**src/rtl/infer_scheduler.sv**
```systemverilog
// infer_scheduler: admission control and result buffering around a fixed-latency
// inference datapath. Samples are registered onto x_dp, tracked through a
// LAT-bit token shift register, and their results are captured from y_dp into
// a DEPTH-entry FIFO. Admission is limited so that in-flight plus buffered
// samples never exceed DEPTH, which guarantees the FIFO can never overflow.
// Optional feature: define INFER_SCHED_PERF_EN to build the perf_acc /
// perf_stall counters; otherwise both outputs are tied to zero.
module infer_scheduler #(
  parameter int BITSIZE = 16,
  parameter int N_IN    = 10,
  parameter int N_OUT   = 2,
  parameter int LAT     = 24,
  parameter int DEPTH   = 4
) (
  input  logic                     clk,
  input  logic                     reset,
  input  logic                     in_valid,
  output logic                     in_ready,
  input  logic [BITSIZE*N_IN-1:0]  x_in,
  output logic [BITSIZE*N_IN-1:0]  x_dp,
  input  logic [BITSIZE*N_OUT-1:0] y_dp,
  output logic                     prng_step,
  output logic                     out_valid,
  input  logic                     out_ready,
  output logic [BITSIZE*N_OUT-1:0] y_out,
  input  logic                     flush,
  output logic                     busy,
  output logic [15:0]              perf_acc,
  output logic [15:0]              perf_stall
);

  localparam int XW = BITSIZE * N_IN;
  localparam int YW = BITSIZE * N_OUT;
  localparam int PW = (DEPTH > 1) ? $clog2(DEPTH) : 1;
  localparam int CW = $clog2(DEPTH + 1);
  localparam int IW = $clog2(LAT + 1);

  typedef enum logic [1:0] {IDLE, RUN, DRAIN} state_t;

  state_t          state_q, state_d;
  logic [LAT-1:0]  tok_q, tok_d;
  logic [XW-1:0]   x_dp_q, x_dp_d;
  logic            prng_q, prng_d;
  logic [PW-1:0]   wr_ptr_q, wr_ptr_d;
  logic [PW-1:0]   rd_ptr_q, rd_ptr_d;
  logic [CW-1:0]   fifo_cnt_q, fifo_cnt_d;
  logic [YW-1:0]   fifo_mem [DEPTH];
  logic [IW-1:0]   inflight;
  logic            accept, push, pop, room;

  // Count the samples still travelling through the datapath.
  always_comb begin
    // NOTE: every variable written in a combinational block gets a default first, so no latch is inferred.
    inflight = '0;
    for (int i = 0; i < LAT; i++) begin
      inflight = inflight + IW'(tok_q[i]);
    end
  end

  // Handshakes: in_ready depends only on state and occupancy, never on in_valid.
  assign room      = (int'(inflight) + int'(fifo_cnt_q)) < DEPTH;
  assign in_ready  = !reset && (state_q != DRAIN) && room;
  assign accept    = in_valid && in_ready;
  assign push      = tok_q[LAT-1];
  assign out_valid = (fifo_cnt_q != '0);
  assign pop       = out_valid && out_ready;
  assign y_out     = out_valid ? fifo_mem[rd_ptr_q] : '0;
  assign busy      = (state_q != IDLE);
  assign x_dp      = x_dp_q;
  assign prng_step = prng_q;

  // Next-state logic for the control FSM; flush overrides everything else.
  always_comb begin
    state_d = state_q;
    unique case (state_q)
      IDLE:    if (accept) state_d = RUN;
      RUN:     if (inflight == '0 && fifo_cnt_q == '0 && !accept) state_d = IDLE;
      DRAIN:   if (inflight == '0 && fifo_cnt_q == '0 && !flush) state_d = IDLE;
      default: state_d = IDLE;
    endcase
    if (flush) state_d = DRAIN;
  end

  // Datapath next values: sample register, token pipe, FIFO pointers and count.
  always_comb begin
    x_dp_d     = accept ? x_in : x_dp_q;
    prng_d     = accept;
    tok_d      = {tok_q[LAT-2:0], accept};
    wr_ptr_d   = push ? wr_ptr_q + PW'(1) : wr_ptr_q;
    rd_ptr_d   = pop  ? rd_ptr_q + PW'(1) : rd_ptr_q;
    fifo_cnt_d = fifo_cnt_q + CW'(push) - CW'(pop);
  end

  // Control and datapath registers with asynchronous reset.
  always_ff @(posedge clk or posedge reset) begin
    // NOTE: sequential state uses non-blocking assignments so every flop samples pre-edge values.
    if (reset) begin
      state_q    <= IDLE;
      tok_q      <= '0;
      x_dp_q     <= '0;
      prng_q     <= 1'b0;
      wr_ptr_q   <= '0;
      rd_ptr_q   <= '0;
      fifo_cnt_q <= '0;
    end else begin
      state_q    <= state_d;
      tok_q      <= tok_d;
      x_dp_q     <= x_dp_d;
      prng_q     <= prng_d;
      wr_ptr_q   <= wr_ptr_d;
      rd_ptr_q   <= rd_ptr_d;
      fifo_cnt_q <= fifo_cnt_d;
    end
  end

  // Result storage: capture y_dp when a token leaves the pipe.
  always_ff @(posedge clk) begin
    // NOTE: the storage array has no reset; stale contents are unreachable because fifo_cnt_q gates out_valid and y_out.
    if (push) fifo_mem[wr_ptr_q] <= y_dp;
  end

`ifdef INFER_SCHED_PERF_EN
  logic [15:0] perf_acc_q, perf_acc_d;
  logic [15:0] perf_stall_q, perf_stall_d;

  // Saturating counters for accepted samples and stalled offers.
  always_comb begin
    perf_acc_d   = perf_acc_q;
    perf_stall_d = perf_stall_q;
    if (accept && perf_acc_q != 16'hFFFF) perf_acc_d = perf_acc_q + 16'd1;
    if (in_valid && !in_ready && perf_stall_q != 16'hFFFF) perf_stall_d = perf_stall_q + 16'd1;
  end

  // Performance counter registers.
  always_ff @(posedge clk or posedge reset) begin
    if (reset) begin
      perf_acc_q   <= '0;
      perf_stall_q <= '0;
    end else begin
      perf_acc_q   <= perf_acc_d;
      perf_stall_q <= perf_stall_d;
    end
  end

  assign perf_acc   = perf_acc_q;
  assign perf_stall = perf_stall_q;
`else
  assign perf_acc   = 16'd0;
  assign perf_stall = 16'd0;
`endif

endmodule

```
**config.mk**
```make
export PLATFORM = sky130hd
export DESIGN_NAME = infer_scheduler
export DESIGN_NICKNAME = d
export VERILOG_FILES = /design/src/rtl/infer_scheduler.sv
export SDC_FILE = /design/constraint.sdc
export NUM_CORES = 1
export LEC_CHECK = 0
export CORE_ASPECT_RATIO = 0.9
export CORE_MARGIN = 3
export CORE_UTILIZATION = 40
export DETAILED_ROUTE_END_ITERATION = 12
export GPL_TIMING_DRIVEN = 0
export PLACE_DENSITY = 0.79
export RECOVER_POWER = 50
export SYNTH_ARGS = -nofsm -noshare
export SYNTH_HDL_FRONTEND = slang
export SYNTH_SLANG_ARGS = --single-unit
export TNS_END_PERCENT = 10
```
**constraint.sdc**
```tcl
create_clock -name clk -period 9 [get_ports clk]
set_input_delay 0.9 -clock clk [delete_from_list [all_inputs] [get_ports clk]]
set_output_delay 0.9 -clock clk [all_outputs]
set_load 0.03 [all_outputs]
```
After elaboration in Yosys (flattened, before gate mapping)
Memories as Yosys holds them, arrays and structs flattened.
Cells that the tools add are included.
W data, S select, Z words.
- output and inout port bits: 228
- input bits: 197
- memories: 1
- word-level logic and storage cells: 67
- bits in registers: 194
- bits in writable memories: 128
- magnitude comparators: 1
- add/sub/neg operators: 28
- muxes and demuxes: 8
- reduce and logical (&&, ||, !) cells: 16
- equality and inequality tests: 6
- memories (name ; depth ; bits a word ; read ports ; clocked after memory_dff ; write ports ; RTL line ; RTL):
    fifo_mem ; 4 ; 32 ; 1 ; 0 ; 1 ; 47 ; logic [YW-1:0] fifo_mem [DEPTH];
- operator list (kind ; count):
    $add A5 B1 Y5 ; 19
    $mux W32 ; 1
    $ne A3 B3 Y1 const B ; 3
    $mux W2 ; 4
    $logic_and A1 B1 Y1 ; 7
    $add A5 B3 Y6 ; 1
    $lt A6 B3 Y1 const B ; 1
    $pmux W2 S3 ; 1
    $add A4 B1 Y5 ; 1
    $logic_not A5 Y1 ; 1
    $add A2 B1 Y2 const B ; 2
    $add A3 B1 Y4 ; 1
    $add A2 B1 Y3 ; 1
    $add A3 B1 Y3 ; 1
    $logic_not A1 Y1 ; 3
    $logic_not A3 Y1 ; 1
    $reduce_and A3 Y1 ; 1
    $reduce_bool A3 Y1 ; 1
    $sub A3 B1 Y3 ; 1
    $add A1 B1 Y2 ; 1
    $eq A2 B1 Y1 const B ; 1
    $eq A2 B2 Y1 const B ; 1
    $logic_not A2 Y1 ; 1
    $mux W1 ; 2
    other kinds (2) ; 2

Logic depth before layout (Yosys ltp)
- depth after elaboration: 32
- mapped depth: 20
- mapped depth without buffers: 18

Least setup slack after synthesis
Ideal clock, no wire load.
- kind: reg2reg
- start: reg tok_q[0]
- end: reg x_dp_q[100], in the netlist x_dp[100]
- slack: 3.249 ns
- required time: 8.873 ns
- setup time: 0.127 ns
- clock period less this slack: 5.751 ns
- stages on the path, launching flop included: 19
- buffers on the path: 2
- arrival time: 5.623 ns
- cells stage by stage: dfrtp_1 -> inv_1 -> fa_1 -> fa_1 -> fa_1 -> fa_1 -> fa_1 -> inv_1 -> ha_1 -> fa_1 -> ha_1 -> a31o_2 -> nand4bb_1 -> a2bb2oi_2 -> nand2_1 -> clkinv_2 -> buf_8 -> buf_8 -> mux2_1
- word-level cells in the longest chain between the ends: 27
- ends and longest elaborated chain (item ; RTL line ; RTL):
    start, declared ; 41 ; logic [LAT-1:0] tok_q, tok_d;
    start signal, assigned ; 107 ; tok_q <= tok_d;
    $add A1 B1 Y2 ; 56 ; inflight = inflight + IW'(tok_q[i]);
    $add A2 B1 Y3 ; 56 ;
    $add A3 B1 Y4 ; 56 ;
    $add A4 B1 Y5 ; 56 ;
    $add A5 B1 Y5 (19 in a row) ; 56 ;
    $add A5 B3 Y6 ; 61 ; assign room = (int'(inflight) + int'(fifo_cnt_q)) < DEPTH;
    $lt A6 B3 Y1 ; 61 ;
    $logic_and A1 B1 Y1 ; 62 ; assign in_ready = !reset && (state_q != DRAIN) && room;
    via in_ready ; 18 ; output logic in_ready,
    $logic_and A1 B1 Y1 ; 63 ; assign accept = in_valid && in_ready;
    end signal, assigned ; 108 ; x_dp_q <= x_dp_d;
    end, declared ; 42 ; logic [XW-1:0] x_dp_q, x_dp_d;
The timed path passes the listed nets, and every way through them passes these cells.
A chain may end at the register's enable or synchronous reset.

Worst setup path after layout
- start: reg tok_q[0]
- end: out in_ready
- word-level cells in the longest chain between the ends: 26
- ends and longest elaborated chain (item ; RTL line):
    $add A1 B1 Y2 ; 56
    $add A2 B1 Y3 ; 56
    $add A3 B1 Y4 ; 56
    $add A4 B1 Y5 ; 56
    $add A5 B1 Y5 (19 in a row) ; 56
    $add A5 B3 Y6 ; 61
    $lt A6 B3 Y1 ; 61
    $logic_and A1 B1 Y1 ; 62
    end, declared ; 18
Every way passes these cells.

==> impl_metrics.tcl <==
set metrics [dict create \
    die_area_um2 34400 \
    p_per_area_nw_per_um2 348 \
    layout_common_cells "359 x clkdlybuf4s50_1, 193 x dfrtp_1, 128 x edfxtp_1, 89 x mux2_1, 71 x mux2_2" \
    fp.dieH_um 176 \
    fin_skew_ps 21.5 \
    required_ps 8100 \
    clockBufferDepth 3 \
    pin_count 425 \
    regArea_um2 8670 \
    hpwl_um 24600 \
    antenna_found_initial 5 \
    syn_area_per_cell_um2 17.9 \
    arrival_ps 5700 \
    grt_pass1_vias 8394 \
    gr-usage-all-layers 0.191 \
    worst_pin_slew_ps 4570 \
    hold_viol 0 \
    drtPass1Iterations 4 \
    clockPowerShare 0.220 \
    ctsHoldBuffers 0 \
    start_util 0.411 \
    cts_tree "yes" \
    remaining_drc_errors 0 \
    p_leak_nw 7.68 \
    rsz0062_at_grt "no" \
    peakVddDrop_mv 0.280 \
    io_buffers 392 \
    worstSetupPathType "flip-flop to output pin" \
    crit_buf_inv 3 \
    nets 1411 \
    dieWidth_um 195 \
    slowest_stage "clkdlybuf4s50_1" \
    syn_inst 720 \
    ant_nets 0 \
    cts_setup_buffers 0 \
    first_iter_violations 247 \
    grt_max_degree 99 \
    dp.cells 1553 \
    layout_commonest_cell "clkdlybuf4s50_1" \
    gp_congestion 0.815 \
    clk_pin_slew_ps 60 \
    wl_per_cell_um 20.6 \
    synthTopCellsByArea "dfrtp_1 38%, edfxtp_1 30%, mux2_1 7.8%" \
    multi_input_area_um2 3650 \
    critPathTopFamily "adder cells" \
    p_seq_frac 0.327 \
    numCtsBuffers 35 \
    grt_pass1_wl_um 50500 \
    fin_hold_ws_ps 374 \
    worst_setup_path_end_kind "output pin" \
    critPathLaunchType "flip-flop" \
    maxCapViolations 5 \
    synthToLayoutAreaGrowth_pct 44.7 \
    num_vias 7655 \
    p_int_w 0.00408 \
    synthDistinctLibCells 35 \
    violations "capacitance limit, slew limit" \
    wirelength_met1_um 12200 \
    ctsResizeCount 0 \
    clk_latency_ps 510 \
    critical_path.max_fanout 3 \
    drive_gt1_frac 0.178 \
    setup_viol 0 \
    critPathMostFrequentCell "fa_1" \
    coreArea_um2 31300 \
    path_cells "inv_1 -> fa_1 -> fa_1 -> fa_1 -> fa_1 -> fa_1 -> inv_1 -> ha_1 -> fa_1 -> xor2_1 -> ha_1 -> nor2b_1 -> nand4_1 -> a2bb2oi_2 -> clkdlybuf4s50_1" \
    final_cells 1623 \
    drv_slew 230 \
    synth-seq-area-share 0.674 \
    yosysWarnings 0 \
    slew-limit-headroom -2.06 \
    fin_crit_sh 0.733 \
    min_period_ps 6600 \
    met2_length_um 16800 \
    min_path_type "flip-flop to flip-flop" \
    wl_um 33500 \
    top_layer "met4" \
    syn_area_um2 12900 \
    max_freq_mhz 152 \
    p_switching_w 0.00239 \
    nFillCells 2397 \
    yosysTopAreaCell "dfrtp_1" \
    swShare 0.369 \
    status "finished with violations" \
    gr-total-overflow 0 \
    htreeDepth 2 \
    fin_tns_setup_ps 0 \
    pwr-share-comb 0.453 \
    crit_path_max_incr_delay_ps 700 \
    netlist.area_leader.share 0.375 \
    met3RoutedLength_um 3590 \
    rows 61 \
    viasPerCell 4.72 \
    cts.sinks 321 \
    ys_seq_elements 321 \
    cts_root_buf "clkbuf_16" \
]
==> registers in the layout, summed over array words and instances (netlist names) <==
signal,cells
fifo_cnt_q,3
fifo_mem,128
rd_ptr_q,2
state_q,2
tok_q,24
wr_ptr_q,2
x_dp,160
==> cells by family after synthesis <==
kind of cell             count (synthesis)  synth area share
multiplexers                           192             0.196
buffers and inverters                  107            0.0517
flip-flops                             321             0.674
other                                    1          0.000291
adder cells (fa/ha/maj)                 33            0.0426
AO/OA/AOI/OAI                            8           0.00652
AND/OR/NAND/NOR                         52            0.0248
XOR/XNOR                                 6           0.00408
==> through the flow <==
| step | power, W | util | area (um2) | setup slack (ps) |
|---|---|---|---|---|
| after floorplan | 0.00378 | - | 13000 | 2840 |
| after global placement | 0.00504 | 0.557 | 17400 | -5.56 |
| after detailed placement | 0.00508 | 0.558 | 17500 | 2920 |
| after CTS | 0.00655 | 0.595 | 18600 | 2350 |
| after global routing | 0.00679 | 0.595 | 18600 | 2130 |
| final | 0.00648 | 0.595 | 18600 | 2400 |
==> synthesized netlist by cell type <==
cell         n
buf_2        3
a211oi_1     1
xor2_1       3
nor4b_1      1
a2111oi_4    1
mux4_2      32
or3_1        1
edfxtp_1   128
dfrtp_1    193
nand2_1      3
mux2_2      71
fa_1        18
or4_1        1
and2_1      37
o21bai_1     1
nand2b_1     1
nand4bb_1    1
conb_1       1
buf_4       39
mux2_1      89
o21ai_0      2
a2bb2oi_2    1
a21o_1       1
and3_1       1
buf_8       10
a31o_2       1
nor2_1       3
inv_1       45
clkbuf_1     9
nor2b_1      1
ha_1        15
nand4_1      1
or2_2        1
xnor2_1      3
clkinv_2     1
==> layer usage <==
layer	up-vias	global-route usage
met2	291	0.322
met3	50	0.0857
met4	0	0.0564
met5	-	0
li1	3423	-
met1	3891	0.223
==> cell type report <==
| type | instances | area share |
|---|---|---|
| Antenna cell | 7 | 0.000941 |
| Buffer | 61 | 0.0264 |
| Clock buffer | 48 | 0.0529 |
| Clock inverter | 15 | 0.00907 |
| Inverter | 46 | 0.00941 |
| Multi-Input combinational cell | 323 | 0.196 |
| Sequential cell | 321 | 0.466 |
| Tap cell | 409 | 0.0275 |
| Timing Repair Buffer | 393 | 0.212 |
==> power groups by stage <==
stage	Clock, W	Combinational [W]	Sequential (W)
3_5_place_dp	0	0.00295	0.00213
3_3_place_gp	0	0.00292	0.00212
2_1_floorplan	0	0.000951	0.00283
5_1_grt	0.00152	0.00309	0.00217
4_1_cts	0.00146	0.00297	0.00212
6_report	0.00142	0.00293	0.00212
==> final timing paths <==
path,start,to,slack (ps),cells past startpoint
max in group asynchronous,reset,x_dp[39]$_DFFE_PP0P_,4690,2
max reg2reg,tok_q[0]$_DFF_PP0_,x_dp[48]$_DFFE_PP0P_,3330,19
min reg2reg,tok_q[18]$_DFF_PP0_,tok_q[19]$_DFF_PP0_,370,0
min in group asynchronous,reset,x_dp[91]$_DFFE_PP0P_,2270,2
min,tok_q[18]$_DFF_PP0_,tok_q[19]$_DFF_PP0_,370,0
max,tok_q[0]$_DFF_PP0_,in_ready,2400,15
Note: power is estimated with default switching activity, not from simulation.
